## src/rtl/m3key_conditioner_pkg.sv

```systemverilog
// Shared constants and types for the front-panel key conditioner.
package m3key_conditioner_pkg;

  // Default timing at the 1 MHz control clock
  localparam int DEB_CNT_DEF = 20000;   // 20 ms debounce
  localparam int RPT_DLY_DEF = 500000;  // 0.5 s to first auto-repeat
  localparam int RPT_PER_DEF = 100000;  // 0.1 s auto-repeat period

  // Key bit map of keyNi / keyStableO
  localparam int NUM_KEYS   = 7;
  localparam int KEY_START  = 0;
  localparam int KEY_FSTOP  = 1;
  localparam int KEY_INVROT = 2;
  localparam int KEY_FINC   = 3;
  localparam int KEY_FDEC   = 4;
  localparam int KEY_PINC   = 5;
  localparam int KEY_PDEC   = 6;

  // Step keys occupy KEY_FINC..KEY_PDEC; pairs are (0,1) and (2,3) in step index
  localparam int NUM_LEVEL = 3;
  localparam int NUM_STEP  = 4;
  localparam int STEP_BASE = KEY_FINC;

  // Auto-repeat FSM state encoding
  typedef enum logic [1:0] {
    ST_IDLE   = 2'd0,
    ST_DELAY  = 2'd1,
    ST_REPEAT = 2'd2
  } rpt_st_e;

  // Step index of the conflicting partner key (INC <-> DEC of the same pair)
  function automatic int step_partner(input int s);
    return s ^ 1;
  endfunction

  // Counter width able to hold values 0..n-1
  function automatic int cnt_w(input int n);
    return (n > 1) ? $clog2(n) : 1;
  endfunction

endpackage

```

## src/rtl/m3key_conditioner_debounce.sv

```systemverilog
// One key: invert, 2-flop synchronise, then accept a change only after
// DEB_CNT consecutive cycles of disagreement with the stable value.
module m3key_debounce
  import m3key_conditioner_pkg::*;
#(
  parameter int DEB_CNT = DEB_CNT_DEF
) (
  input  logic clkI,
  input  logic nRstI,
  input  logic keyNi,
  output logic stableO
);

  localparam int CW = cnt_w(DEB_CNT);
  localparam logic [CW-1:0] CNT_MAX = CW'(DEB_CNT - 1);

  logic [1:0]    r_sync;
  logic [CW-1:0] r_cnt;
  logic          r_stable;

  // Synchronise the inverted (active-high) raw key into the clock domain
  always_ff @(posedge clkI or negedge nRstI) begin
    if (!nRstI) r_sync <= 2'b00;
    else        r_sync <= {r_sync[0], ~keyNi};
  end

  // Count disagreement cycles; take the new level once the run is long enough
  always_ff @(posedge clkI or negedge nRstI) begin
    if (!nRstI) begin
      r_cnt    <= '0;
      r_stable <= 1'b0;
    end else if (r_sync[1] == r_stable) begin
      r_cnt <= '0;
    end else if (r_cnt >= CNT_MAX) begin
      r_stable <= r_sync[1];
      r_cnt    <= '0;
    end else begin
      r_cnt <= r_cnt + 1'b1;
    end
  end

  assign stableO = r_stable;

endmodule

```

## src/rtl/m3key_conditioner.sv

```systemverilog
// Front-panel key conditioner: debounced levels for start/forceStop/invRotate
// and single-cycle auto-repeating step pulses for freq/power INC/DEC.
module m3key_conditioner
  import m3key_conditioner_pkg::*;
#(
  parameter int DEB_CNT = DEB_CNT_DEF,
  parameter int RPT_DLY = RPT_DLY_DEF,
  parameter int RPT_PER = RPT_PER_DEF
) (
  input  logic                clkI,
  input  logic                nRstI,
  input  logic [NUM_KEYS-1:0] keyNi,
  output logic                m3startO,
  output logic                m3forceStopO,
  output logic                m3invRotateO,
  output logic                m3freqINCo,
  output logic                m3freqDECo,
  output logic                m3powerINCo,
  output logic                m3powerDECo,
  output logic [NUM_KEYS-1:0] keyStableO
);

  localparam int RPT_MAX = (RPT_DLY > RPT_PER) ? RPT_DLY : RPT_PER;
  localparam int RCW     = cnt_w(RPT_MAX);
  localparam logic [RCW-1:0] DLY_MAX = RCW'(RPT_DLY - 1);
  localparam logic [RCW-1:0] PER_MAX = RCW'(RPT_PER - 1);

  logic [NUM_KEYS-1:0]  w_stable;
  logic [NUM_STEP-1:0]  w_pls;
  logic [NUM_STEP-1:0]  r_stb_q;
  logic [NUM_STEP-1:0]  r_pulse;
  logic [NUM_LEVEL-1:0] r_level;

  for (genvar k = 0; k < NUM_KEYS; k++) begin : g_deb
    m3key_debounce #(.DEB_CNT(DEB_CNT)) u_deb (
      .clkI    (clkI),
      .nRstI   (nRstI),
      .keyNi   (keyNi[k]),
      .stableO (w_stable[k])
    );
  end

  // Per step key: IDLE -> DELAY -> REPEAT auto-repeat FSM.
  // Only a fresh stable rising edge starts a sequence, so a key left pressed
  // after a pair conflict stays silent until it is released and re-pressed.
  for (genvar s = 0; s < NUM_STEP; s++) begin : g_step
    localparam int PAIR = step_partner(s);

    rpt_st_e        r_state, w_state_nxt;
    logic [RCW-1:0] r_cnt, w_cnt_nxt;
    logic           w_stb, w_conf, w_rise, w_pulse;

    assign w_stb  = w_stable[STEP_BASE + s];
    assign w_conf = w_stb & w_stable[STEP_BASE + PAIR];
    assign w_rise = w_stb & ~r_stb_q[s];

    // State and repeat counter register
    always_ff @(posedge clkI or negedge nRstI) begin
      if (!nRstI) begin
        r_state <= ST_IDLE;
        r_cnt   <= '0;
      end else begin
        r_state <= w_state_nxt;
        r_cnt   <= w_cnt_nxt;
      end
    end

    // Next state: release or pair conflict forces IDLE immediately
    always_comb begin
      w_state_nxt = r_state;
      w_cnt_nxt   = r_cnt;
      if (!w_stb || w_conf) begin
        w_state_nxt = ST_IDLE;
        w_cnt_nxt   = '0;
      end else begin
        case (r_state)
          ST_IDLE: begin
            if (w_rise) begin
              w_state_nxt = ST_DELAY;
              w_cnt_nxt   = '0;
            end
          end
          ST_DELAY: begin
            if (r_cnt >= DLY_MAX) begin
              w_state_nxt = ST_REPEAT;
              w_cnt_nxt   = '0;
            end else begin
              w_cnt_nxt = r_cnt + 1'b1;
            end
          end
          ST_REPEAT: begin
            if (r_cnt >= PER_MAX) w_cnt_nxt = '0;
            else                  w_cnt_nxt = r_cnt + 1'b1;
          end
          default: begin
            w_state_nxt = ST_IDLE;
            w_cnt_nxt   = '0;
          end
        endcase
      end
    end

    // Step request: first press, end of initial delay, end of each period
    always_comb begin
      w_pulse = 1'b0;
      if (w_stb && !w_conf) begin
        case (r_state)
          ST_IDLE:   w_pulse = w_rise;
          ST_DELAY:  w_pulse = (r_cnt >= DLY_MAX);
          ST_REPEAT: w_pulse = (r_cnt >= PER_MAX);
          default:   w_pulse = 1'b0;
        endcase
      end
    end

    assign w_pls[s] = w_pulse;
  end

  // Previous stable step levels for rising-edge detection
  always_ff @(posedge clkI or negedge nRstI) begin
    if (!nRstI) r_stb_q <= '0;
    else        r_stb_q <= w_stable[STEP_BASE +: NUM_STEP];
  end

  // Output registers; forceStop swallows step pulses without disturbing FSMs
  always_ff @(posedge clkI or negedge nRstI) begin
    if (!nRstI) begin
      r_level <= '0;
      r_pulse <= '0;
    end else begin
      r_level <= w_stable[NUM_LEVEL-1:0];
      r_pulse <= w_pls & {NUM_STEP{~w_stable[KEY_FSTOP]}};
    end
  end

  assign m3startO     = r_level[KEY_START];
  assign m3forceStopO = r_level[KEY_FSTOP];
  assign m3invRotateO = r_level[KEY_INVROT];
  assign m3freqINCo   = r_pulse[KEY_FINC - STEP_BASE];
  assign m3freqDECo   = r_pulse[KEY_FDEC - STEP_BASE];
  assign m3powerINCo  = r_pulse[KEY_PINC - STEP_BASE];
  assign m3powerDECo  = r_pulse[KEY_PDEC - STEP_BASE];
  assign keyStableO   = w_stable;

endmodule
```

## config.mk

```make
export PLATFORM = sky130hd
export DESIGN_NAME = m3key_conditioner
export DESIGN_NICKNAME = d
export VERILOG_FILES = /design/src/rtl/m3key_conditioner_pkg.sv /design/src/rtl/m3key_conditioner_debounce.sv /design/src/rtl/m3key_conditioner.sv
export SDC_FILE = /design/constraint.sdc
export NUM_CORES = 1
export LEC_CHECK = 0
export CORE_UTILIZATION = 25
export CTS_BUF_LIST = sky130_fd_sc_hd__clkbuf_8 sky130_fd_sc_hd__clkbuf_16
export CTS_CLUSTER_DIAMETER = 60
export DETAILED_ROUTE_END_ITERATION = 12
export PLACE_DENSITY_LB_ADDON = 0.08
export SYNTH_ARGS = -nofsm -noshare
export SYNTH_HDL_FRONTEND = slang
export SYNTH_HIERARCHICAL = 1
export SYNTH_SLANG_ARGS = --single-unit
```

## constraint.sdc

```tcl
create_clock -name clkI -period 5.9 [get_ports clkI]
set_input_delay 0.59 -clock clkI [delete_from_list [all_inputs] [get_ports clkI]]
set_output_delay 0.59 -clock clkI [all_outputs]
set_load 0.02 [all_outputs]
```

==> results.sh <==
export IMPL_synthesis_area_per_instance_um2=9.394
export IMPL_p_seq_share_pct=41.1
export IMPL_max_slew_margin_pct=23.26
export IMPL_worstSetupPathType="flip-flop to flip-flop"
export IMPL_dp_cells=1869
export IMPL_synth_async_sr_flop_share_pct=100.0
export IMPL_grt_ovfl_total=0
export IMPL_switching_power_uw=826.5
export IMPL_violations="design-rule violations"
export IMPL_rows=79
export IMPL_initial_utilization_pct=25.48
export IMPL_drc=2
export IMPL_cts_root_buf="clkbuf_16"
export IMPL_internal_power_uw=2946
export IMPL_synth_seq_cells=221
export IMPL_synth_cell_type_count=67
export IMPL_cap_violations=0
export IMPL_worstPathMaxFanout=26
export IMPL_dieArea_um2=48640
export IMPL_htree_levels=2
export IMPL_clock_sinks=221
export IMPL_cts_resized_gates=0
export IMPL_p_clk_share_pct=56.7
export IMPL_clock_latency_ns=0.53
export IMPL_fin_nets=1341
export IMPL_crit_slowest_cell="a21oi_2"
export IMPL_coreArea_um2=46850
export IMPL_cp_end_kind="flip-flop"
export IMPL_max_freq_ghz=0.3445
export IMPL_final_cell_mix="dfrtp_1 (221), nor2_1 (172), nand2_1 (120)"
export IMPL_n_antenna_cell=0
export IMPL_path_clk_slew_ns=0.05
export IMPL_antenna_left=0
export IMPL_critPathRequiredTime_ns=6.33
export IMPL_pin_count=23
export IMPL_post_route_min_period_ns=2.902
export IMPL_final_cells=1930
export IMPL_grt_pass1_wl_mm=45.84
export IMPL_ff_latch_area_um2=5530
export IMPL_synth_area_um2=11940
export IMPL_cp_cell_sequence="inv_1 -> ha_1 -> inv_1 -> or4_1 -> o22ai_1 -> a31oi_1 -> a21oi_2 -> a41oi_1 -> a31oi_1"
export IMPL_vdd_drop_max_mv=0.1325
export IMPL_hold_class="input port to asynchronous set/reset pin"
export IMPL_syn_to_final_growth_pct=16.48
export IMPL_grt_pass1_vias=8944
export IMPL_arrival_ns=3.33
export IMPL_synth_edf_count=0
export IMPL_wire_per_inst_um=13.81
export IMPL_timing_rr_start="g_step[3].r_state[1]"
export IMPL_num_vias=8998
export IMPL_outcome="finished with violations"
export IMPL_yosysSeqAreaShare_pct=46.32
export IMPL_die_h_um=220.5
export IMPL_netlist_instances=1271
export IMPL_fp_dieW_um=220.5
export IMPL_dp_hpwl_mm=16.75
export IMPL_setup_viol=0
export IMPL_critPathLaunchType="flip-flop"
export IMPL_worstMarginPinSlew_ns=1.151
export IMPL_clock_skew_ns=0.01269
export IMPL_grt_max_degree=125
export IMPL_hold_viol_final=0
export IMPL_final_common_cell="dfrtp_1"
export IMPL_finalWirelength_mm=26.65
export IMPL_grt_usage_pct=11.48
export IMPL_port_buffers=22
export IMPL_antenna_found_initial=0
export IMPL_cts_tree="done"
export IMPL_p_sw_share_pct=21.91
export IMPL_synth_top_flop_cell="dfrtp_1"
export IMPL_clk_path_buf_depth=3
export IMPL_via_per_inst=4.662
export IMPL_cts_hold_buf=0
export IMPL_multi_input_area_um2=5914
export IMPL_drt_iter0_markers=433
export IMPL_syn_nets=1314
export IMPL_p_leak_uw=0.005580
export IMPL_grt_setup_unrepaired="no"
export IMPL_fillers=4927
export IMPL_drtPass1Iterations=8
export IMPL_cts_setup_buffers=0
export IMPL_drive_above_1_share_pct=8.314
export IMPL_cts_buffers=34
export IMPL_slowest_delay_ns=0.94
export IMPL_p_comb_share_pct=2.2
export IMPL_period_share_pct=49.19
export IMPL_cp_startpoint="g_step[3].r_state[1]"
export IMPL_yosys_warnings=6
export IMPL_drv_slew=0
export IMPL_finalWeightedCongestion=0.7389
export IMPL_setup_tns_ns=0
export IMPL_pwr_density_cell_nw_per_um2=271.2
logic make-up after synthesis:
group / share of synthesized area, %
multiplexers: 1.257
AND/OR/NAND/NOR: 24.34
AO/OA/AOI/OAI: 13.11
adder cells (fa/ha/maj): 3.563
buffers and inverters: 4.150
flip-flops: 46.32
XOR/XNOR: 7.262
cell type report:
type / count / area share (%)
Multi-Input combinational cell: 949 / 42.52
Timing Repair Buffer: 24 / 1.817
Clock buffer: 37 / 6.657
Inverter: 68 / 1.835
Sequential cell: 221 / 39.76
Clock inverter: 24 / 1.943
Tap cell: 607 / 5.461
final timing paths:
path	endpoint	slack (ns)	cells after the start
worst max register to register	g_step[3].r_cnt[13]	3.00	9
worst min-delay path	g_step[3].r_cnt[11]	0.1	1
max in group asynchronous	g_deb[2].u_deb/stableO	4.57	2
worst max-delay path	g_step[3].r_cnt[13]	3.00	9
min in group clkI	g_deb[4].u_deb/r_sync[1]	0.34	0
worst min register to register	g_deb[4].u_deb/r_sync[1]	0.34	0
registers in the layout (all words and copies together) (netlist names):
| name | cells |
|---|---|
| g_deb.u_deb/stableO | 7 |
| g_deb.u_deb/r_sync | 14 |
| g_deb.u_deb/r_cnt | 105 |
| r_stb_q | 4 |
| g_step.r_state | 8 |
| r_level | 3 |
| r_pulse | 4 |
| g_step.r_cnt | 76 |
cells in the mapped netlist, drive strengths merged, types with 31 or more instances:
library cell / n / area [um^2]
dfrtp: 221 / 5530
nor2: 172 / 645.6
nand2: 120 / 450.4
nand3: 87 / 470.5
inv: 68 / 255.2
xnor2: 63 / 551.8
a21oi: 55 / 305.3
o21ai: 45 / 311.6
nand4: 36 / 269.0
nor3: 36 / 180.2
xor2: 36 / 315.3
ha: 34 / 425.4
nor4: 34 / 219.0
a31oi: 31 / 193.9
stage by stage:
stage	area [um^2]	total power [uW]	hold WS [ns]	utilization (%)	setup WS [ns]
after CTS	13910	3877	0.1245	29.69	2.989
after floorplan	11940	1615	0.2944	-	3.765
after detailed placement	12710	1664	0.3347	27.13	3.004
after global routing	13910	3941	0.1580	29.69	2.712
final	13910	3772	0.09571	29.69	2.998
after global placement	12710	1664	0.3341	27.13	3.006
layer usage:
layer  wire length [um]  GRT usage (%)
met3                958          2.474
met1              13160          15.21
met5                  0              0
met2              11930          18.37
met4                596          4.087
worst max-delay path: cells and delay by family, from the launching register on:
kind            cells  cell delay [ns]
compound gates      5             1.61
flops               1             0.40
simple gates        1             0.40
fa+ha+maj           1             0.21
buf+inv             2             0.19
power by group through the flow:
| stage | registers (uW) | clock network, uW | logic [uW] |
|---|---|---|---|
| global placement | 1580 | 0 | 89.1 |
| detailed placement | 1580 | 0 | 88.8 |
| finish | 1550 | 2140 | 83.0 |
| floorplan | 1570 | 0 | 42.2 |
| CTS | 1550 | 2240 | 89.1 |
| global route | 1550 | 2290 | 99.5 |
No activity file was read; power rests on OpenSTA's default activity.
